File: src/rtl/mux_ctrl_pkg.sv
`default_nettype none
// +----------------------------------------------------------------------+
// | mux_ctrl_pkg : shared constants and lowest-index priority encoder    |
// | Revision     : 1.0                                                   |
// +----------------------------------------------------------------------+
package mux_ctrl_pkg;

   localparam int DB_CNT_W   = 16;
   localparam int PRIO_VEC_W = 32;
   localparam int PRIO_IDX_W = 5;

   typedef logic [DB_CNT_W-1:0] db_cnt_t;

   // Lowest set bit wins; returns 0 for an all-zero vector (caller gates on |vec).
   function automatic logic [PRIO_IDX_W-1:0] lowest_set_idx(input logic [PRIO_VEC_W-1:0] vec_i);
      logic [PRIO_IDX_W-1:0] idx;
      logic                  found;
      idx   = '0;
      found = 1'b0;
      for (int i = 0; i < PRIO_VEC_W; i++) begin
         if (vec_i[i] && !found) begin
            idx   = PRIO_IDX_W'(i);
            found = 1'b1;
         end
      end
      return idx;
   endfunction

endpackage
`default_nettype wire

File: src/rtl/mux_select_ctrl_btn_debounce.sv
`default_nettype none
// +----------------------------------------------------------------------+
// | btn_debounce : 2-flop sync, optional debounce, rising-edge press     |
// | Option       : MUX_SELECT_DEBOUNCE_EN enables the stability counter  |
// | Revision     : 1.0                                                   |
// +----------------------------------------------------------------------+
module btn_debounce
   import mux_ctrl_pkg::*;
#(
   parameter int unsigned DEBOUNCE_CYCLES = 4
) (
   input  logic clk,
   input  logic reset,
   input  logic btn_i,
   output logic press_o
);

   logic [1:0] sync_q;
   logic       level;
   logic       prev_q;

   if (DEBOUNCE_CYCLES < 1 || DEBOUNCE_CYCLES > 65535) begin : g_bad_cfg
      $error("btn_debounce: DEBOUNCE_CYCLES out of range 1..65535");
   end

   always_ff @(posedge clk or posedge reset) begin
      if (reset) begin
         sync_q <= '0;
         prev_q <= 1'b0;
      end else begin
         sync_q <= {sync_q[0], btn_i};
         prev_q <= level;
      end
   end

`ifdef MUX_SELECT_DEBOUNCE_EN
   logic    db_q;
   db_cnt_t cnt_q;

   // The count only advances while the synchronised level disagrees, so any
   // return to the accepted level before the limit discards the glitch.
   always_ff @(posedge clk or posedge reset) begin
      if (reset) begin
         db_q  <= 1'b0;
         cnt_q <= '0;
      end else if (sync_q[1] != db_q) begin
         if (cnt_q == db_cnt_t'(DEBOUNCE_CYCLES - 1)) begin
            db_q  <= ~db_q;
            cnt_q <= '0;
         end else begin
            cnt_q <= cnt_q + db_cnt_t'(1);
         end
      end else begin
         cnt_q <= '0;
      end
   end

   assign level = db_q;
`else
   assign level = sync_q[1];
`endif

   assign press_o = level & ~prev_q;

endmodule
`default_nettype wire

File: src/rtl/mux_select_ctrl.sv
`default_nettype none
// +----------------------------------------------------------------------+
// | mux_select_ctrl : button-driven channel select with lock             |
// | Option          : MUX_SELECT_DEBOUNCE_EN (see btn_debounce)          |
// | Revision        : 1.0                                                |
// +----------------------------------------------------------------------+
module mux_select_ctrl
   import mux_ctrl_pkg::*;
#(
   parameter int          NUM_BTN         = 5,
   parameter int          SEL_W           = $clog2(NUM_BTN),
   parameter int unsigned DEBOUNCE_CYCLES = 4
) (
   input  logic               clk,
   input  logic               reset,
   input  logic [NUM_BTN-1:0] buttons,
   input  logic               lock,
   output logic [SEL_W-1:0]   sel,
   output logic               sel_valid,
   output logic               sel_changed
);

   logic [NUM_BTN-1:0] press;
   logic [1:0]         lock_sync_q;
   logic [SEL_W-1:0]   sel_q, sel_d;
   logic               valid_q, valid_d;
   logic               changed_q, changed_d;
   logic [SEL_W-1:0]   win_idx;

   if (NUM_BTN < 2 || NUM_BTN > PRIO_VEC_W) begin : g_bad_cfg
      $error("mux_select_ctrl: NUM_BTN out of range 2..32");
   end

   for (genvar i = 0; i < NUM_BTN; i++) begin : g_btn
      btn_debounce #(
         .DEBOUNCE_CYCLES (DEBOUNCE_CYCLES)
      ) u_btn (
         .clk     (clk),
         .reset   (reset),
         .btn_i   (buttons[i]),
         .press_o (press[i])
      );
   end

   assign win_idx = SEL_W'(lowest_set_idx(PRIO_VEC_W'(press)));

   // Edge history keeps tracking while locked, so buttons held through the
   // lock produce no event once it drops.
   always_comb begin
      sel_d     = sel_q;
      valid_d   = valid_q;
      changed_d = 1'b0;
      if ((|press) && !lock_sync_q[1]) begin
         sel_d     = win_idx;
         valid_d   = 1'b1;
         changed_d = !valid_q || (win_idx != sel_q);
      end
   end

   always_ff @(posedge clk or posedge reset) begin
      if (reset) begin
         lock_sync_q <= '0;
         sel_q       <= '0;
         valid_q     <= 1'b0;
         changed_q   <= 1'b0;
      end else begin
         lock_sync_q <= {lock_sync_q[0], lock};
         sel_q       <= sel_d;
         valid_q     <= valid_d;
         changed_q   <= changed_d;
      end
   end

   assign sel         = sel_q;
   assign sel_valid   = valid_q;
   assign sel_changed = changed_q;

endmodule
`default_nettype wire
File: config.mk
export PLATFORM = sky130hd
export DESIGN_NAME = mux_select_ctrl
export DESIGN_NICKNAME = d
export VERILOG_FILES = /design/src/rtl/mux_ctrl_pkg.sv /design/src/rtl/mux_select_ctrl_btn_debounce.sv /design/src/rtl/mux_select_ctrl.sv
export SDC_FILE = /design/constraint.sdc
export NUM_CORES = 1
export LEC_CHECK = 0
export CAP_MARGIN = 15
export CELL_PAD_IN_SITES_DETAIL_PLACEMENT = 0
export CELL_PAD_IN_SITES_GLOBAL_PLACEMENT = 1
export CORE_UTILIZATION = 40
export CTS_BUF_LIST = sky130_fd_sc_hd__clkbuf_8 sky130_fd_sc_hd__clkbuf_16
export DETAILED_ROUTE_END_ITERATION = 10
export PLACE_DENSITY_LB_ADDON = 0.2
export SLEW_MARGIN = 20
export SYNTH_ARGS = -nofsm -noshare
export SYNTH_HDL_FRONTEND = slang
export SYNTH_HIERARCHICAL = 1
export SYNTH_SLANG_ARGS = --single-unit
File: constraint.sdc
create_clock -name clk -period 1.4 [get_ports clk]
set_input_delay 0.21 -clock clk [delete_from_list [all_inputs] [get_ports clk]]
set_output_delay 0.21 -clock clk [all_outputs]
set_load 0.03 [all_outputs]
==> results of run 1 <==
cell type report:
type                       count  area share
clock buffer                   3      0.0398
clock inverter                 1      0.0290
inverter                       9      0.0326
multi-input combinational     27       0.221
sequential                    22       0.531
tap                           25      0.0302
timing repair buffer          13       0.117
metal layers:
metal  up-vias  track usage  wire length [µm]
li1        223            -                 -
met1       210        0.176               548
met2        12        0.178               476
met3         2       0.0692                63
met4         0       0.0514                21
met5         -            0                 0
state kept, by name (all words and copies together), names as in the netlist:
signal,count
g_btn.u_btn/prev_q,5
sel_changed,1
g_btn.u_btn/sync_q,10
sel_valid,1
sel,3
lock_sync_q,2
critical path, delay by kind of cell, from the launching register on:
family	cells	cell delay, ns
compound gates	1	0.13
simple gates	2	0.48
xor+xnor	1	0.18
flops	1	0.38
timing repair:
item | in CTS | in global routing
resized for setup | 5 | 1
setup buffers | 0 | 0
pin swaps | 0 | 3
endpoints found under the setup margin | 5 | 3
cell usage in the layout, fill, tap and decap left out, types with 2 or more instances in the layout:
cell type        count
nor2_1               3
o31ai_1              2
inv_1                9
clkbuf_8             3
dfrtp_1             22
nand2_1              2
a21oi_1              2
nor2b_4              5
dlygate4sd2_1        5
clkdlybuf4s50_1      7
path summary, 6_finish.rpt:
kind | from | endpoint | slack [ns] | cells after the start
min in group clk | g_btn[3].u_btn/sync_q[0] | g_btn[3].u_btn/sync_q[1] | 0.35 | 0
worst min register to register | g_btn[3].u_btn/sync_q[0] | g_btn[3].u_btn/sync_q[1] | 0.35 | 0
worst min-delay path | reset | g_btn[0].u_btn/sync_q[0] | 0.25 | 2
worst max register to register | g_btn[2].u_btn/sync_q[1] | sel_changed | 0.1 | 4
max in group asynchronous | reset | sel[1] | 0.87 | 2
worst max-delay path | g_btn[2].u_btn/sync_q[1] | sel_changed | 0.1 | 4
metrics by stage:
step | cells | area [µm²] | power, mW
2_1_floorplan | 58 | 805 | 0.829
3_3_place_gp | 96 | 963 | 0.907
3_5_place_dp | 96 | 963 | 0.909
4_1_cts | 100 | 1030 | 1.49
5_1_grt | 100 | 1040 | 1.53
6_report | 100 | 1040 | 1.47
power by group through the flow:
stage	combinational (mW)	clock, mW	sequential, mW
global route	0.209	0.621	0.704
global placement	0.195	0	0.712
detailed placement	0.197	0	0.713
CTS	0.186	0.601	0.699
floorplan	0.0816	0	0.748
finish	0.188	0.579	0.698
cells by family (layout without fill, tap and decap cells):
kind of cell    count (synthesis)  after routing
buf+inv                         9             26
flops                          22             22
simple gates                   15             15
compound gates                 11             11
xor+xnor                        1              1
==> results by group, run 1 <==
Outcome
  • Status: complete, no violations

Synth
  • Unique masters post-synth: 20
  • Sequential element share of the synthesized area: 0.684
  • Asr flop ratio synth: 1.00
  • Synthesized area: around 800 µm²
  • Leading area contributor after synthesis: dfrtp_1
  • Commonest cells post-synth: dfrtp_1, inv_1, nor2b_4
  • Post-synthesis mux area share: 0
  • Most used DFF post-synth: dfrtp_1
  • Simple-gate area share of the yosys netlist: 0.159
  • Post-synth EDFFs: 0
  • Post-synthesis xor/xnor area fraction: 0.0109
  • Compound-Gate Fraction of Synth Area: 0.104
  • Synth top area share: 0.684
  • Largest cells by area after synthesis: dfrtp_1, nor2b_4, inv_1
  • Mapped Nets: 66
  • Syn Area/Cell: ~14 µm²
  • Most common cell in the synthesized netlist: dfrtp_1
  • Synth Register Bits: 22
  • Yosys warns: 6
  • Post-synthesis adder-cell area fraction: 0
  • Largest family of logic cells by synthesized area: simple AND/OR/NAND/NOR gates
  • Cell count after synthesis: 58

Layout
  • Fill count: between 150 and 200
  • Fin util: 0.576
  • Reg area: between 500 and 600 µm²
  • Multi-input gate area in the final layout: between 200 and 250 µm²
  • Share of cells above drive strength 1: 0.173
  • Ant. Diodes: 0
  • Net count reported at finish: between 80 and 90
  • Area delta synth->final: 28.9%

Route
  • WL/cell: 11.1 µm
  • Post-Route WL: ~1.1 mm
  • 1st-iter DRT viols: 8
  • Via count: 447
  • Antenna-violating nets left: 0
  • Via/cell ratio: about 4.5
  • Residual DRC count: 0
  • Pre-Repair DR Iteration Count: 4

Critical path
  • Worst endpoint required time: 1.53 ns
  • CP Max Fanout: 5
  • Crit-path cells: nor2b_4, nor4_4, xnor2_1, a41oi_2
  • Nature of the critical path endpoint: flop
  • Max stage delay on crit path: 0.38 ns
  • Slowest CP cell: dfrtp_1
  • Critical path arrival: approximately 1.4 ns
  • Critical Path Start Type: flop
  • CP Class: reg2reg

GRT
  • GRT overflow: 0
  • First-pass GRT wire length: around 1.9 mm
  • Initial antenna violation count: 0
  • Vias in the first global route: roughly 450
  • Gr usage total: 0.131
  • Largest net degree at the start of global routing: 14

STA
  • Fin. Hold Viols: 0
  • Hold Slack: 0.251 ns
  • Final setup vio count: 0
  • Fin crit share: 0.929
  • Final worst slack: 0.0989 ns
  • Slew @ Worst Pin: 0.306 ns
  • Clock Skew: 0.00480 ns
  • Setup TNS Final: 0 ns
  • Fmax: roughly 0.77 GHz
  • Final Critical Period: roughly 1.3 ns
  • Rel. slew slack: 0.797
  • Pins over their slew limit: 0

Floorplanning
  • Number of I/O pins: 13
  • Die W: roughly 47 µm
  • Die area: around 2200 µm²
  • Die Ht: roughly 47 µm
  • Row count: 15
  • Core area: 1800 µm²
  • Initial cell density of the core: 0.447

Clocking
  • CTS Hold Buffers Added: 0
  • Clock buffer depth: 2
  • Clock transition at path regs: ~0.080 ns
  • Sink Count: 22
  • Clk root buf: clkbuf_8
  • CTS tree: yes
  • Clk_lat worst skew: 0.26 ns
  • TritonCTS Buffers: 3
  • Htree depth: 1

Power and ir drop
  • Leakage: about 0.48 nW
  • Clock group share of total power: 0.395
  • Sequential share of power: 0.477
  • Logic pwr share: 0.128
  • PwrDens: 1410 nW/µm²
  • Max rail drop VDD: 0.000818 V
  • Switching pwr: approximately 0.32 mW
  • P_int: between 1 and 1.5 mW
  • Sw Ratio: 0.220

Place
  • Dpl hpwl: 822 µm
  • Gpl congestion: between 0.7 and 0.8
  • Dpl ws: ~0.046 ns
  • Input/output buffers: 12

Job
  • Max-Cap Viols: 0

Hold path
  • Hold Crit Class: in2async
Power figures use the tool's default switching activity.
==> run 2: changes to the inputs <==
CORE_MARGIN = 2   (was not set)
CTS_CLUSTER_DIAMETER = 120   (was not set)
TNS_END_PERCENT = 20   (was not set)
==> run 2 against run 1 <==
  * Cell area decreased by 1.2%
  * Register-to-register slack got worse by 0.02 ns
  * Combinational power increased by 5%
  * Power decreased by 15%
  * Largest cell class unchanged
  * Global-route usage decreased by 2.0 points
  * Sequential cell count unchanged
  * Via count increased by 2.0%
  * Clock skew decreased by 0.0023 ns
  * Cell count increased by 1.0%
  * Clock power decreased by 39%
==> results by group, run 2 (synthesis gave the netlist of run 1 again) <==
Clocking
  • TritonCTS Buffers: 3 (unchanged)
  • Clk root buf: clkbuf_8 (unchanged)
  • Clk_lat worst skew: 0.25 ns (was 0.26 ns)
  • CTS Hold Buffers Added: 0 (unchanged)
  • Htree depth: 1 (unchanged)
  • Clock transition at path regs: 0.07 ns (was 0.08 ns)
  • Clock buffer depth: 2 (unchanged)
  • CTS tree: yes (unchanged)
  • Sink Count: 22 (unchanged)

Layout
  • Reg with most FFs: g_btn.u_btn/sync_q (unchanged)
  • Area delta synth->final: 27.4% (was 28.9%)
  • Net count reported at finish: 84 (unchanged)
  • Share of cells above drive strength 1: 0.176 (was 0.173)
  • Ant. Diodes: 0 (unchanged)
  • Max FFs per register: 10 (unchanged)
  • Fin util: 0.533 (was 0.576)
  • Most frequent cells in the layout: dfrtp_1, inv_1, clkdlybuf4s50_1 (unchanged)
  • Commonest non-fill, non-tap cell in the layout: dfrtp_1 (unchanged)

Place
  • Gpl congestion: 0.742 (was 0.711)
  • Dpl hpwl: 839 µm (was 822 µm)
  • Dpl ws: 0.0399 ns (was 0.0457 ns)
  • Input/output buffers: 12 (unchanged)

Critical path
  • Setup slack, reg-to-reg: 0.07 ns (was 0.1 ns)
  • CP Max Fanout: 6 (was 5)
  • Reg2Reg Capture Point: sel_changed (unchanged)
  • Reg2Reg Launch Point: g_btn[0].u_btn/prev_q (was g_btn[2].u_btn/sync_q[1])
  • Critical path arrival: 1.50 ns (was 1.44 ns)
  • Critical Path Start Type: flop (unchanged)
  • Nature of the critical path endpoint: flop (unchanged)
  • Worst r2r path cells: 5 (was 4)
  • CP Class: reg2reg (unchanged)
  • Worst endpoint required time: 1.57 ns (was 1.53 ns)
  • CP startpoint: g_btn[0].u_btn/prev_q (was g_btn[2].u_btn/sync_q[1])

Route
  • WL/cell: 10.9 µm (was 11.1 µm)
  • 1st-iter DRT viols: 2 (was 8)
  • Via count: 456 (was 447)
  • Pre-Repair DR Iteration Count: 3 (was 4)
  • Via/cell ratio: 4.51 (was 4.47)
  • Post-Route WL: 1.10 mm (was 1.11 mm)
  • Antenna-violating nets left: 0 (unchanged)
  • Residual DRC count: 0 (unchanged)

STA
  • Fin. Hold Viols: 0 (unchanged)
  • Fmax: 0.754 GHz (was 0.769 GHz)
  • Final setup vio count: 0 (unchanged)
  • Final Critical Period: 1.33 ns (was 1.30 ns)
  • Final worst slack: 0.0740 ns (was 0.0989 ns)
  • RSZ-0062 raised after global routing: true
  • Rel. slew slack: 0.802 (was 0.797)
  • Clock Skew: 0.00252 ns (was 0.00480 ns)
  • Pins over their slew limit: 0 (unchanged)
  • Slew @ Worst Pin: 0.298 ns (was 0.306 ns)
  • Fin crit share: 0.947 (was 0.929)

Floorplanning
  • Row count: 16 (was 15)
  • Core area: 1920 µm² (was 1800 µm²)
  • Initial cell density of the core: 0.419 (was 0.447)
  • Number of I/O pins: 13 (unchanged)
  • Die Ht: 48.8 µm (was 46.8 µm)
  • Die W: 48.8 µm (was 46.8 µm)
  • Die area: 2390 µm² (was 2190 µm²)

Job
  • Max-Cap Viols: 0 (unchanged)

Power and ir drop
  • PwrDens: 1220 nW/µm² (was 1410 nW/µm²)
  • Pwr Total: 1.25 mW (was 1.47 mW)
  • Leakage: 0.465 nW (was 0.476 nW)
  • Max rail drop VDD: 0.000692 V (was 0.000818 V)

Outcome
  • Status: complete, no violations (unchanged)

GRT
  • GRT overflow: 0 (unchanged)
  • Vias in the first global route: 447 (was 445)
  • Gr usage total: 0.111 (was 0.131)
  • First-pass GRT wire length: 1.99 mm (was 1.90 mm)
  • Initial antenna violation count: 0 (unchanged)
  • Largest net degree at the start of global routing: 12 (was 14)

Hold path
  • Hold Crit Class: in2async (unchanged)
## run 2: cell count changes in the layout (fill, tap and decap cells not counted)
cell,before,now
nor4bb_1,1,0
bufinv_16,1,0
nor4bb_4,0,1
## run 2: repair_timing
item,in CTS,in global routing
pin swaps,0,2
setup buffers,0,0
endpoints found under the setup margin,5,3
gates resized for setup,5,3
## run 2: metrics by stage
step                      cell area [µm²]  TNS (ns)  hold WS (ns)  std cells
after floorplan                       805         0       -0.0364         58
after global placement                966         0         0.333         98
after detailed placement              966         0         0.335         98
after CTS                            1000         0         0.315        101
after global routing                 1020   -0.0328         0.335        101
final                                1020         0         0.304        101
## run 2: per-layer routing
| metal | vias to the layer above | wire [µm] | GRT usage |
|---|---|---|---|
| li1 | 222 | - | - |
| met1 | 225 | 555 | 0.159 |
| met2 | 7 | 496 | 0.155 |
| met3 | 2 | 37 | 0.0276 |
| met4 | 0 | 9 | 0.0571 |
| met5 | - | 0 | 0 |
## run 2: cell type report
cell class | count | area [µm²]
clock buffers | 3 | 41.3
inverters | 9 | 33.8
flip-flops and latches | 22 | 551
fillers | 184 | 897
well taps | 27 | 33.8
repair buffers | 13 | 121
multi-input cells | 27 | 244
## run 2: worst max-delay path by stage
stage,end,cells past startpoint,slack (ns)
finish,sel_changed,5,0.07
CTS,sel[0],5,0.01
floorplan,sel_changed,4,0.13
global placement,sel[0],5,0.06
detailed placement,sel_changed,4,0.04
global route,sel_changed,5,-0.03
## run 2: power breakdown
part,internal [mW],switching [mW],total [mW]
combinational,0.0905,0.107,0.197
sequential,0.677,0.0217,0.698
clock,0.191,0.165,0.356
## run 2: worst max-delay path: stages (launching register included)
cell and delay, ns:
dfrtp_1 0.39, nor2b_4 0.23, inv_1 0.09, a31oi_1 0.17, o221ai_1 0.16, a41oi_2 0.21
